## src/rtl/serial_pkg.sv

```systemverilog
// Shared definitions for the serial transmit path: FSM encoding and default word width.
package serial_pkg;

  localparam int DEFAULT_WIDTH = 4;

  typedef enum logic [1:0] {
    ST_IDLE  = 2'd0,
    ST_SHIFT = 2'd1,
    ST_GAP   = 2'd2
  } ser_state_t;

endpackage

```

## src/rtl/piso_ser_tx_if.sv

```systemverilog
// Parallel word handshake into the serial transmitter (valid/ready).
interface piso_ser_tx_if
  import serial_pkg::*;
#(
  parameter int WIDTH = DEFAULT_WIDTH
) ();

  logic [WIDTH-1:0] in_data;
  logic             in_valid;
  logic             in_ready;

  modport master (output in_data, output in_valid, input in_ready);
  modport slave  (input in_data, input in_valid, output in_ready);

endinterface

```

## src/rtl/ser_hold_buf.sv

```systemverilog
// One-word holding buffer in front of the shifter; owns the input handshake.
module ser_hold_buf
  import serial_pkg::*;
#(
  parameter int WIDTH = DEFAULT_WIDTH
) (
  input  logic             clk,
  input  logic             rst,
  input  logic             load,
  piso_ser_tx_if.slave     in_if,
  output logic [WIDTH-1:0] hold_data,
  output logic             hold_valid
);

  logic accept;

  // A draining buffer can take a new word on the same edge it empties.
  assign in_if.in_ready = !rst && (!hold_valid || load);
  assign accept         = in_if.in_valid && in_if.in_ready;

  always_ff @(posedge clk or posedge rst) begin
    if (rst) begin
      hold_data  <= '0;
      hold_valid <= 1'b0;
    end else if (accept) begin
      hold_data  <= in_if.in_data;
      hold_valid <= 1'b1;
    end else if (load) begin
      hold_valid <= 1'b0;
    end
  end

endmodule

```

## src/rtl/piso_ser_tx.sv

```systemverilog
// Parallel-in serial-out transmitter: MSB first, one bit per clock, optional idle gap between words.
//   state    | meaning
//   ST_IDLE  | nothing shifting; loads as soon as the holding buffer has a word
//   ST_SHIFT | sdo carries shreg MSB; bit_cnt counts bits of the current word
//   ST_GAP   | sdo idle for GAP_CYCLES cycles after every word
module piso_ser_tx
  import serial_pkg::*;
#(
  parameter int WIDTH      = DEFAULT_WIDTH,
  parameter int GAP_CYCLES = 0
) (
  input  logic         clk,
  input  logic         rst,
  piso_ser_tx_if.slave in_if,
  output logic         sdo,
  output logic         sdo_valid,
  output logic         sof,
  output logic         busy
);

  localparam int            CW       = (WIDTH > 1) ? $clog2(WIDTH) : 1;
  localparam logic [CW-1:0] LAST_BIT = CW'(WIDTH - 1);
  localparam bit            HAS_GAP  = (GAP_CYCLES > 0);
  localparam logic [3:0]    GAP_LAST = HAS_GAP ? 4'(GAP_CYCLES - 1) : 4'd0;

  ser_state_t       state_q, state_d;
  logic [WIDTH-1:0] shreg_q, shreg_d;
  logic [CW-1:0]    bit_cnt_q, bit_cnt_d;
  logic [3:0]       gap_cnt_q, gap_cnt_d;
  logic [WIDTH-1:0] hold_data;
  logic             hold_valid;
  logic             load;
  logic             last_bit;
  logic             last_gap;

  ser_hold_buf #(.WIDTH(WIDTH)) u_hold (
    .clk        (clk),
    .rst        (rst),
    .load       (load),
    .in_if      (in_if),
    .hold_data  (hold_data),
    .hold_valid (hold_valid)
  );

  always_ff @(posedge clk or posedge rst) begin
    if (rst) begin
      state_q   <= ST_IDLE;
      shreg_q   <= '0;
      bit_cnt_q <= '0;
      gap_cnt_q <= '0;
    end else begin
      state_q   <= state_d;
      shreg_q   <= shreg_d;
      bit_cnt_q <= bit_cnt_d;
      gap_cnt_q <= gap_cnt_d;
    end
  end

  always_comb begin
    state_d   = state_q;
    shreg_d   = shreg_q;
    bit_cnt_d = bit_cnt_q;
    gap_cnt_d = gap_cnt_q;
    last_bit  = (bit_cnt_q == LAST_BIT);
    last_gap  = (gap_cnt_q == GAP_LAST);
    load      = 1'b0;

    case (state_q)
      ST_IDLE:  load = hold_valid;
      ST_SHIFT: load = hold_valid && last_bit && !HAS_GAP;
      ST_GAP:   load = hold_valid && last_gap;
      default:  load = 1'b0;
    endcase

    if (load) begin
      shreg_d   = hold_data;
      bit_cnt_d = '0;
      state_d   = ST_SHIFT;
    end else begin
      case (state_q)
        ST_SHIFT: begin
          shreg_d   = shreg_q << 1;
          bit_cnt_d = bit_cnt_q + 1'b1;
          if (last_bit) begin
            if (HAS_GAP) begin
              state_d   = ST_GAP;
              gap_cnt_d = '0;
            end else begin
              state_d = ST_IDLE;
            end
          end
        end
        ST_GAP: begin
          gap_cnt_d = gap_cnt_q + 4'd1;
          if (last_gap) state_d = ST_IDLE;
        end
        default: ;
      endcase
    end
  end

  assign sdo_valid = (state_q == ST_SHIFT);
  assign sdo       = sdo_valid && shreg_q[WIDTH-1];
  assign sof       = sdo_valid && (bit_cnt_q == '0);
  assign busy      = hold_valid || (state_q != ST_IDLE);

endmodule

```

## src/flat_wrapper.sv

```systemverilog
// flat-port wrapper written by rule: the top's interface ports become plain ports
module piso_ser_tx_flat import serial_pkg::*;
#(
  parameter int WIDTH      = DEFAULT_WIDTH,
  parameter int GAP_CYCLES = 0
)
  (clk, rst, sdo, sdo_valid, sof, busy, in_if_in_data, in_if_in_valid, in_if_in_ready);
  piso_ser_tx_if #(.WIDTH(WIDTH)) in_if_i ();
  input  logic clk;
  input  logic rst;
  output logic sdo;
  output logic sdo_valid;
  output logic sof;
  output logic busy;
  input wire logic [$bits(in_if_i.in_data)-1:0] in_if_in_data;
  input wire logic [$bits(in_if_i.in_valid)-1:0] in_if_in_valid;
  output wire logic [$bits(in_if_i.in_ready)-1:0] in_if_in_ready;
  assign in_if_i.in_data = in_if_in_data;
  assign in_if_i.in_valid = in_if_in_valid;
  assign in_if_in_ready = in_if_i.in_ready;
  piso_ser_tx #(.WIDTH(WIDTH), .GAP_CYCLES(GAP_CYCLES)) u_core (.clk(clk), .rst(rst), .in_if(in_if_i), .sdo(sdo), .sdo_valid(sdo_valid), .sof(sof), .busy(busy));
endmodule
```

## config.mk

```make
export PLATFORM = sky130hd
export DESIGN_NAME = piso_ser_tx_flat
export DESIGN_NICKNAME = d
export VERILOG_FILES = /design/src/rtl/serial_pkg.sv /design/src/rtl/piso_ser_tx_if.sv /design/src/rtl/ser_hold_buf.sv /design/src/rtl/piso_ser_tx.sv /design/src/flat_wrapper.sv
export SDC_FILE = /design/constraint.sdc
export NUM_CORES = 1
export LEC_CHECK = 0
export ABC_AREA = 1
export BUFFER_PORTS_ARGS = -buffer_cell sky130_fd_sc_hd__buf_2
export CAP_MARGIN = 0
export CORE_UTILIZATION = 35
export DETAILED_ROUTE_END_ITERATION = 6
export PLACE_DENSITY_LB_ADDON = 0.15
export SLEW_MARGIN = 20
export SYNTH_ARGS = -nofsm -noshare
export SYNTH_HDL_FRONTEND = slang
export SYNTH_SLANG_ARGS = --single-unit
```

## constraint.sdc

```tcl
create_clock -name clk -period 1.4 [get_ports clk]
set_clock_uncertainty 0.1 [all_clocks]
set_input_delay 0.14 -clock clk [delete_from_list [all_inputs] [get_ports clk]]
set_output_delay 0.14 -clock clk [all_outputs]
set_load 0.01 [all_outputs]
```

### Yosys cells after proc, flatten, opt, wreduce, memory -nomap -nowiden

Cells that the tools add are included.

| storage, ports and cells | value |
|---|---|
| input port bits | 7 |
| output and inout bits | 5 |
| flip-flop bits (word level) | 17 |

| operators by class | value |
|---|---|
| bitwise logic cells | 1 |
| reduce and logical (&&, ||, !) cells | 19 |
| equality and inequality tests | 5 |
| multiplexer cells | 11 |
| add/sub/neg operators | 2 |

Operators by type and width:

| cell | number |
|---|---|
| $mux W2 | 5 |
| $mux W4 | 2 |
| $logic_and A1 B1 Y1 | 6 |
| $reduce_bool A2 Y1 | 3 |
| $add A4 B1 Y4 const B | 1 |
| $eq A2 B2 Y1 const B | 2 |
| $logic_not A2 Y1 | 2 |
| $logic_not A4 Y1 | 1 |
| $pmux W2 S2 | 1 |
| $ne A3 B2 Y1 const B | 1 |
| $ne A3 B3 Y1 const B | 1 |
| $pmux W1 S3 | 1 |
| $reduce_and A3 Y1 | 1 |
| $reduce_bool A3 Y1 | 1 |
| $add A2 B1 Y2 const B | 1 |
| $eq A2 B1 Y1 const B | 1 |
| $logic_not A1 Y1 | 2 |
| $logic_or A1 B1 Y1 | 2 |
| $mux W1 | 2 |
| $reduce_and A2 Y1 | 1 |
| $not A1 Y1 | 1 |

### Logic depth before layout (Yosys ltp)

Gate-level depths: netlist of the first run.

| depth | value |
|---|---|
| depth after elaboration | 7 |
| gate-level depth with buffers | 6 |

### Hierarchy

From an unflattened synthesis of the first run, not the netlist that was laid out.

| unflattened totals | value |
|---|---|
| cells, all modules | 73 |
| area total of the unflattened synthesis | 604.3 um^2 |

Modules (own cells, without submodules):

| module | area an instance (um^2) | sequential area each (um^2) | instances | cells each |
|---|---|---|---|---|
| piso_ser_tx | 391.6 | 175.2 | 1 | 50 |
| ser_hold_buf | 212.7 | 125.1 | 1 | 23 |

### Worst setup path before layout of the first run

OpenSTA, ideal clock, no wires.

| timing path | value |
|---|---|
| path kind | register to register |
| start point | reg u_core.bit_cnt_q[0] |
| end point | reg u_core.bit_cnt_q[0] |
| arrival time | 0.979 ns |
| slack | 0.245 ns |
| required time | 1.224 ns |
| clock period less this slack | 1.155 ns |
| stages on the path, launching flop included | 7 |
| path buffers | 0 |
| path through | dfrtp_1 -> ha_1 -> inv_1 -> nand2_2 -> nand2_4 -> nand3_1 -> o21ai_1 |

| between the ends | value |
|---|---|
| longest elaborated chain between the ends | 4 |
| elaborated cells on any way between the ends | 7 |
| those cells by class | add/sub (1); eq/ne (1); mux (3); reduce/logical (2) |

RTL lines:

| what | line | RTL |
|---|---|---|
| start, declared | piso_ser_tx.sv:28 | `logic [CW-1:0] bit_cnt_q, bit_cnt_d;` |
| start signal, assigned | piso_ser_tx.sv:54 | `bit_cnt_q <= bit_cnt_d;` |
| $eq A2 B2 Y1 | piso_ser_tx.sv:64 | `last_bit = (bit_cnt_q == LAST_BIT);` |
| $logic_and A1 B1 Y1 | piso_ser_tx.sv:70 | `ST_SHIFT: load = hold_valid && last_bit && !HAS_GAP;` |
| $pmux W1 S3 | piso_ser_tx.sv:68 | `case (state_q)` |
| $mux W2 / $reduce_bool A2 Y1 (equally long branches) | -- |  |

Parallel ways exist; a longest one is shown, timed or not. The select of a mux whose other input is x is not followed.
A chain may end at the register's enable or synchronous reset.

### Final worst setup path of the first run

| timing path | value |
|---|---|
| start point | reg u_core.bit_cnt_q[0] |
| end point | out in_if_in_ready |

| between the ends | value |
|---|---|
| longest elaborated chain between the ends | 5 |

RTL lines:

| what | line | RTL |
|---|---|---|
| $eq A2 B2 Y1 | piso_ser_tx.sv:64 |  |
| $logic_and A1 B1 Y1 | piso_ser_tx.sv:70 |  |
| $pmux W1 S3 | piso_ser_tx.sv:68 |  |
| $logic_or A1 B1 Y1 | ser_hold_buf.sv:18 | `assign in_if.in_ready = !rst && (!hold_valid \|\| load);` |
| $logic_and A1 B1 Y1 | ser_hold_buf.sv:18 |  |
| end, declared | flat_wrapper.sv:17 | `output wire logic [$bits(in_if_i.in_ready)-1:0] in_if_in_ready;` |

No other way between the ends.

==> qor.yml, run 1 <==
outcome:
  status: "finished with violations"
  failed_checks: "setup timing"
worst_setup_path:
  crit_family: "flip-flops"
  end_kind: "primary output"
  crit_arrival_ps: 1190
  start_kind: "register"
  cpPeakStageDelay_ps: 380
  worstSetupPathType: "register to primary output"
  ff2ff_path_depth: 7
  cp_num_buf_inv: 3
  r2r_slack_ps: 150
  r2r_start: "u_core.bit_cnt_q[0]"
  crit_slowest_cell: "dfrtp_1"
  critPathRequiredTime_ps: 1160
  path_max_fanout: 2
  rr_endpoint: "u_core.u_hold.hold_data[2]"
  cp_cell_sequence: "ha_2, inv_2, nand3_4, nand2_2, inv_1, buf_2"
grt:
  grt_use_met2: 0.236
  grt_pass1_vias: 471
  grt_usage: 0.149
  antenna_found_initial: 0
  grt_use_met1: 0.177
  grt_pass1_wl_um: 2010
  grt_max_degree: 9
  grt_util_met3: 0.0638
  grt-busiest-layer: "met2"
  grt_overflow: 0
clock_tree:
  root_buffer: "clkbuf_4"
  cts_tree: "built"
  clk_latency_ps: 270
  path_clk_slew_ps: 70
  cts_htree_levels: 1
  clock-sinks: 12
  cts_buffer_depth: 2
  cts_buffers: 3
detailed_routing:
  avgViaCountPerCell: 4.87
  wire_per_inst_um: 11.3
  dr.pass1.iters: 6
  postRouteAntennaNets: 0
  drt_iter0_markers: 7
  drt-total-wl_um: 1160
  drc_errors: 0
  vias: 502
placed_design:
  dpl.hpwl_um: 795
  port_buffers: 11
  gp_congestion: 0.760
  post_dp_cell_area_um2: 663
  placed_cells: 92
  dp_slack_ps: 123
floorplan:
  initial_core_util: 0.384
  top_level_ports: 12
  die_h_um: 43.1
  rows: 14
  core_area_mm2: 0.00154
  die_width_um: 43.1
  design.die.area_mm2: 0.00186
min_path:
  holdCritStartpoint: "in_if_in_data[3]"
  hold_depth: 3
  hold_path_end: "u_core.u_hold.hold_data[3]"
  hold_path_class: "primary input to register"
timing:
  setup_slack_ps: -28.3
  worst_slew_pin_slew_ps: 395
  finalSetupViolations: 2
  period_minus_slack_ps: 1430
  fin_crit_sh: 1.02
  fmax_ghz: 0.700
  drv_slew: 0
  finalHoldViolCount: 0
  maxSlewHeadroom: 0.736
  rsz0062_at_grt: "true"
final_layout:
  final_common_cell: "nand2_1"
  synthToLayoutAreaGrowth_pct: 28.1
  final_cell_mix: "nand2_1 (17), nand3_1 (12), buf_2 (11), dfrtp_1 (10), buf_4 (8)"
  drive_gt1_frac: 0.402
  fin_nets: 98
  final_area_um2: 758
  fin_cells: 103
  n_antenna_cell: 0
power_and_ir_drop:
  leakagePower_nw: 0.417
  ir_drop_mv: 1.01
  power_density_mw_per_mm2: 2060
  finalPower_mw: 1.56
synth:
  netlist_instances: 65
  yosysSeqAreaShare: 0.507
  synthTopCellsByArea: "dfrtp_1 (51%), nand2_1 (11%), nand3_1 (10%), ha_1 (4.2%), nand4_1 (4.2%)"
  yosysWarnings: 0
  synth_area_um2: 592
  yosys.area.top_type: "dfrtp_1"
  syn_nets: 74
  syn_area_per_cell_um2: 9.10
  synth_cell_types: 15
  synth_seq_cells: 12
  synth_top_area_frac: 0.507
flow_run:
  maxCapViolCount: 0
[routing by layer]
metal	wire length [um]	vias up
met5	0	-
met2	571	15
met1	516	225
met4	14	0
met3	60	2
li1	-	260
[metrics by stage]
stage	TNS [ps]	hold slack, ps	util
2_1_floorplan	0	-131	-
3_3_place_gp	0	-15.3	0.430
3_5_place_dp	0	-6.35	0.430
4_1_cts	-71.5	21.3	0.469
5_1_grt	-190	23.3	0.492
6_report	-34.9	22.4	0.492
[synthesized netlist by cell type (all sizes together)]
cell / n
nand3: 14
o21ai: 2
nor2: 1
nand4: 4
dfrtp: 12
nand2: 20
inv: 9
ha: 2
buf: 1
[layout make-up]
cell class,instances,area [um2]
fillers,157,783
flip-flops and latches,12,303
multi-input cells,43,249
repair buffers,20,125
inverters,9,38.8
clock buffers,3,22.5
well taps,16,20.0
[flip-flops by register name (all words and copies together), names as in the netlist]
name                      count
u_core.u_hold.hold_data       4
u_core.u_hold.hold_valid      1
u_core.bit_cnt_q              2
u_core.state_q                1
u_core.shreg_q                4
[kinds of logic after synthesis]
group,Yosys count,synth area share
compound gates,2,0.0169
fa+ha+maj,2,0.0423
buf+inv,10,0.0803
flops,12,0.507
simple gates,39,0.353
[how the worst max path moves through the flow]
stage | slack (ps) | start | cells past startpoint | end
final | -30 | u_core.bit_cnt_q[0] | 6 | in_if_in_ready
after global routing | -100 | u_core.bit_cnt_q[0] | 6 | in_if_in_ready
after CTS | -40 | u_core.bit_cnt_q[1] | 6 | in_if_in_ready
after detailed placement | 120 | u_core.bit_cnt_q[0] | 6 | in_if_in_ready
after global placement | 130 | u_core.bit_cnt_q[0] | 6 | in_if_in_ready
after floorplan | 240 | u_core.bit_cnt_q[0] | 6 | u_core.bit_cnt_q[0]
[repair_timing]
| action | CTS | global route |
|---|---|---|
| buffers inserted | 3 | 4 |
| endpoints found under the setup margin | 2 | 3 |
| gates resized for setup | 4 | 2 |
| pin swaps | 1 | 1 |
| hold buffers | 1 | 0 |
| endpoints found under the hold margin | 12 | 0 |
| gates cloned | 0 | 0 |
[where the power goes]
| part | leakage (nW) | internal, mW | switching (mW) | total [mW] |
|---|---|---|---|---|
| clock | 0.0138 | 0.0993 | 0.103 | 0.202 |
| combinational | 0.255 | 0.335 | 0.400 | 0.735 |
| sequential | 0.148 | 0.507 | 0.120 | 0.627 |
| total | 0.417 | 0.941 | 0.623 | 1.56 |
[tightest hold or removal path: cells and delay by family]
family / cells / cell delay, ps
AND/OR/NAND/NOR: 2 / 120
buffers and inverters: 1 / 100
Note: power is estimated with default switching activity, not from simulation.
==> inputs of run 2 (changes only) <==
--- a/config.mk
+++ b/config.mk
@@ -15,3 +15,4 @@
 export SYNTH_ARGS = -nofsm -noshare
 export SYNTH_HDL_FRONTEND = slang
+export SYNTH_HIERARCHICAL = 1
 export SYNTH_SLANG_ARGS = --single-unit
==> constraint.sdc (replaced) <==
create_clock -name clk -period 1.4 [get_ports clk]
set_clock_uncertainty 0.1 [all_clocks]
set_input_delay 0.21 -clock clk [delete_from_list [all_inputs] [get_ports clk]]
set_output_delay 0.21 -clock clk [all_outputs]
set_load 0.01 [all_outputs]
==> qor.yml, run 2 <==
worst_setup_path:
  worstSetupPathType: "register to primary output"
  critPathRequiredTime_ps: 1090
  end_kind: "primary output"
  path_max_fanout: 2
  start_kind: "register"
  crit_arrival_ps: 1280
clock_tree:
  root_buffer: "clkbuf_4"
  clock-sinks: 12
  clk_latency_ps: 270
  cts_buffer_depth: 2
  cts_buffers: 3
  cts_tree: "built"
  path_clk_slew_ps: 80
  cts_htree_levels: 1
synth:
  netlist_instances: 73
  synth_area_um2: 604
  yosys.area.top_type: "dfrtp_1"
  yosysMostFrequentCell: "nand2_1"
  synth_top_area_frac: 0.497
  synthTopCellsByArea: "dfrtp_1 (50%), nand2_1 (15%), nand3_1 (6.6%), inv_1 (6.2%), ha_1 (4.1%)"
  syn_nets: 82
  syn_area_per_cell_um2: 8.28
  ys.flop_type: "dfrtp_1"
  yosysSeqAreaShare: 0.497
  synth_seq_cells: 12
  synth_cell_types: 13
  synth_edf_count: 0
  ys_top_cells_by_count: "nand2_1 (24), dfrtp_1 (12), inv_1 (10)"
  yosysWarnings: 6
  synthArstFlopShare: 1.00
placed_design:
  post_dp_cell_area_um2: 732
  placed_cells: 107
  port_buffers: 11
  gp_congestion: 0.686
  dpl.hpwl_um: 890
detailed_routing:
  wire_per_inst_um: 10.2
  vias: 535
  dr.pass1.iters: 6
  drt_iter0_markers: 13
  avgViaCountPerCell: 4.53
  drt-total-wl_um: 1200
  postRouteAntennaNets: 0
  drc_errors: 2
final_layout:
  final_common_cell: "nand2_1"
  fin_cells: 118
  largestRegisters: "u_core/shreg_q (4), u_core/u_hold/hold_data (4), u_core/bit_cnt_q (2)"
  drive_gt1_frac: 0.461
  final_cell_mix: "nand2_1 (24), buf_4 (13), buf_2 (10), dfrtp_1 (10), nand3_1 (8)"
  n_antenna_cell: 0
  synthToLayoutAreaGrowth_pct: 43.3
  final_area_um2: 866
  fin_nets: 112
grt:
  grt_max_degree: 11
  grt_pass1_vias: 528
  grt_pass1_wl_um: 2180
  antenna_found_initial: 0
  grt_overflow: 0
  grt_usage: 0.160
power_and_ir_drop:
  finalPower_mw: 1.97
  power_density_mw_per_mm2: 2280
  ir_drop_mv: 1.22
  leakagePower_nw: 0.479
outcome:
  status: "finished with violations"
  failed_checks: "DRC, setup timing"
timing:
  worst_slew_pin_slew_ps: 281
  holdWs_ps: 86.3
  fin_crit_sh: 1.13
  fmax_ghz: 0.631
  rsz0062_at_grt: "true"
  period_minus_slack_ps: 1590
  setup_tns_ps: -503
  setup_slack_ps: -186
  maxSlewHeadroom: 0.813
  finalHoldViolCount: 0
  finalSetupViolations: 7
  drv_slew: 0
floorplan:
  initial_core_util: 0.388
  top_level_ports: 12
  rows: 14
  core_area_mm2: 0.00156
  die_h_um: 43.6
  design.die.area_mm2: 0.00190
  die_width_um: 43.6
min_path:
  hold_path_class: "primary input to register"
flow_run:
  maxCapViolCount: 0
run 2: changes by cell type after synthesis, sizes merged:
cell   delta
nand2     +9
nand3     -5
inv       +4
nor2      +2
o21ai     -2
a21oi     +1
buf       -1
run 2: timing repair:
action	CTS	global route
resized for setup	14	1
hold buffers	1	0
endpoints found under the hold margin	12	0
pin swaps	3	2
setup endpoints to repair	9	9
buffers inserted	7	0
run 2: power by group:
| part | switching [mW] | total (mW) | internal, mW | leakage [nW] |
|---|---|---|---|---|
| Combinational | 0.534 | 1.06 | 0.530 | 0.309 |
| Sequential | 0.124 | 0.631 | 0.507 | 0.148 |
| Clock | 0.119 | 0.277 | 0.158 | 0.0210 |
run 2: worst paths after layout:
check,start,endpoint,slack (ps),cells past startpoint
max,u_core/bit_cnt_q[1],in_if_in_ready,-190,8
min,in_if_in_data[2],u_core/u_hold/hold_data[2],90,3
max reg2reg,u_core/bit_cnt_q[1],u_core/u_hold/hold_data[2],-50,11
min reg2reg,u_core/u_hold/hold_data[2],u_core/u_hold/hold_data[2],390,2
max in group asynchronous,rst,u_core/state_q[0],590,3
min in group asynchronous,rst,u_core/u_hold/hold_data[2],340,3
run 2: cells by family (layout without fill, tap and decap cells):
| kind of cell | count (synthesis) | after routing | share of synthesized area |
|---|---|---|---|
| simple gates | 45 | 45 | 0.373 |
| buf+inv | 13 | 42 | 0.0808 |
| flops | 12 | 12 | 0.497 |
| fa+ha+maj | 2 | 2 | 0.0414 |
| compound gates | 1 | 1 | 0.00827 |
run 2: layer usage:
| metal | vias up | routed length (um) | track usage |
|---|---|---|---|
| met2 | 12 | 622 | 0.284 |
| met1 | 237 | 540 | 0.178 |
| met3 | 0 | 37 | 0.0375 |
| met5 | - | 0 | 0 |
| li1 | 286 | - | - |
| met4 | 0 | 0 | 0.0750 |
run 2: critical path, stage by stage, from the launching register on:
cell	delay (ps)
dfrtp_1	370
ha_2	180
inv_2	40
nand2_4	50
nand2_4	50
inv_4	50
inv_2	30
a21oi_2	90
buf_2	130
run 2: final cells by class:
cell class	count	area [um2]
clock buffers	4	36.3
fillers	142	693
inverters	13	56.3
multi-input cells	48	282
flip-flops and latches	12	303
well taps	16	20.0
repair buffers	25	169
run 2: stage by stage:
stage	util	setup slack (ps)
2_1_floorplan	-	38.9
3_3_place_gp	0.470	41.1
3_5_place_dp	0.470	7.72
4_1_cts	0.551	-202
5_1_grt	0.555	-266
6_report	0.555	-186
==> inputs of run 3 (changes only) <==
Settings changed: ABC_CLOCK_PERIOD_IN_PS set to 1400, CELL_PAD_IN_SITES_DETAIL_PLACEMENT set to 0, CELL_PAD_IN_SITES_GLOBAL_PLACEMENT set to 1.
==> qor.yml, run 3 (same netlist as run 2, synthesis figures left out) <==
worst_setup_path:
  start_kind: "register"
  worstSetupPathType: "register to primary output"
  crit_path_start: "u_core/bit_cnt_q[1]"
  critPathRequiredTime_ps: 1090
  r2r_slack_ps: -50
  crit_arrival_ps: 1340
  crit_end: "in_if_in_ready"
  ff2ff_path_depth: 11
  rr_endpoint: "u_core/u_hold/hold_data[1]"
  path_max_fanout: 2
  end_kind: "primary output"
  r2r_start: "u_core/bit_cnt_q[1]"
detailed_routing:
  vias: 566
  drt_iter0_markers: 10
  wire_per_inst_um: 11.3
  drc_errors: 2
  drt-total-wl_um: 1330
  dr.pass1.iters: 6
  postRouteAntennaNets: 0
  avgViaCountPerCell: 4.84
placed_design:
  dp_slack_ps: 21.7
  port_buffers: 11
  dpl.hpwl_um: 901
  gp_congestion: 0.746
power_and_ir_drop:
  leakagePower_nw: 0.485
  ir_drop_mv: 1.12
  finalPower_mw: 1.95
  power_density_mw_per_mm2: 2250
clock_tree:
  path_clk_slew_ps: 80
  clock-sinks: 12
  cts_buffer_depth: 2
  cts_buffers: 3
  root_buffer: "clkbuf_4"
  cts_htree_levels: 1
  cts_tree: "built"
  clk_latency_ps: 260
timing:
  fmax_ghz: 0.607
  fin_crit_sh: 1.18
  worst_slew_pin_slew_ps: 294
  period_minus_slack_ps: 1650
  drv_slew: 0
  rsz0062_at_grt: "true"
  setup_slack_ps: -246
  finalHoldViolCount: 0
  maxSlewHeadroom: 0.804
  finalSetupViolations: 8
floorplan:
  core_area_mm2: 0.00156
  die_h_um: 43.6
  top_level_ports: 12
  initial_core_util: 0.388
  rows: 14
  die_width_um: 43.6
  design.die.area_mm2: 0.00190
final_layout:
  final_common_cell: "nand2_1"
  final_cell_mix: "nand2_1 (17), buf_2 (11), dfrtp_1 (11), buf_4 (11), nand2_2 (9)"
  synthToLayoutAreaGrowth_pct: 43.1
  n_antenna_cell: 0
  fin_nets: 112
  largestRegisters: "u_core/shreg_q (4), u_core/u_hold/hold_data (4), u_core/bit_cnt_q (2)"
  post-route-util: 0.555
  drive_gt1_frac: 0.515
  fill_cells: 154
grt:
  grt_overflow: 0
  grt_pass1_wl_um: 2150
  grt-busiest-layer: "met2"
  grt_use_met2: 0.278
  grt_util_met3: 0.0375
  grt_pass1_vias: 527
  antenna_found_initial: 0
  grt_use_met1: 0.168
  grt_max_degree: 11
  grt_usage: 0.154
outcome:
  status: "finished with violations"
  failed_checks: "DRC, setup timing"
min_path:
  hold_depth: 3
  hold_path_class: "primary input to register"
flow_run:
  maxCapViolCount: 0
==> run 3: what timing repair did <==
action	4_1_cts	5_1_grt
buffers inserted	5	3
hold buffers	1	0
hold endpoints to repair	12	0
pin swaps	2	5
resized for setup	5	14
setup endpoints to repair	5	7
gates cloned	0	0
==> run 3: through the flow <==
| step | std cells | setup TNS [ps] | hold WS [ps] | instance area (um2) |
|---|---|---|---|---|
| floorplan | 73 | 0 | -112 | 604 |
| global placement | 105 | 0 | 38.5 | 717 |
| detailed placement | 105 | 0 | 42.9 | 717 |
| CTS | 114 | -304 | 89.2 | 791 |
| global route | 117 | -1510 | 89.1 | 865 |
| finish | 117 | -519 | 91.7 | 865 |
==> run 3: area by class of cell <==
type | count | area [um2] | area share
flip-flops and latches | 12 | 302 | 0.349
multi-input cells | 48 | 302 | 0.349
repair buffers | 25 | 170 | 0.197
inverters | 13 | 48.8 | 0.0564
clock buffers | 3 | 22.5 | 0.0260
well taps | 16 | 20.0 | 0.0232
==> run 3: worst min-delay path by stage <==
stage	from	end	slack, ps
after floorplan	rst	u_core/u_hold/hold_data[0]	-110
after global placement	rst	u_core/u_hold/hold_valid	40
after detailed placement	rst	u_core/u_hold/hold_data[0]	40
after CTS	in_if_in_data[0]	u_core/u_hold/hold_data[0]	90
after global routing	in_if_in_data[0]	u_core/u_hold/hold_data[0]	90
final	in_if_in_data[0]	u_core/u_hold/hold_data[0]	90
==> run 3: metal layers <==
layer / routed length [um] / share of wire
met1: 545 / 0.41
met2: 737 / 0.56
met3: 29 / 0.022
met4: 14 / 0.011
met5: 0 / 0
==> run 3: where the power goes <==
part | total, mW | leakage (nW) | internal [mW] | switching, mW
sequential | 0.643 | 0.149 | 0.505 | 0.139
combinational | 1.10 | 0.322 | 0.544 | 0.557
clock | 0.203 | 0.0138 | 0.0992 | 0.104
==> run 3: worst max-delay path, cell delays in order, from the launching register on <==
cell     delay (ps)
dfrtp_1         360
ha_2            180
inv_2            40
nand2_4          60
nand2_4          50
inv_2            60
inv_2            40
a21oi_2         140
buf_2           150
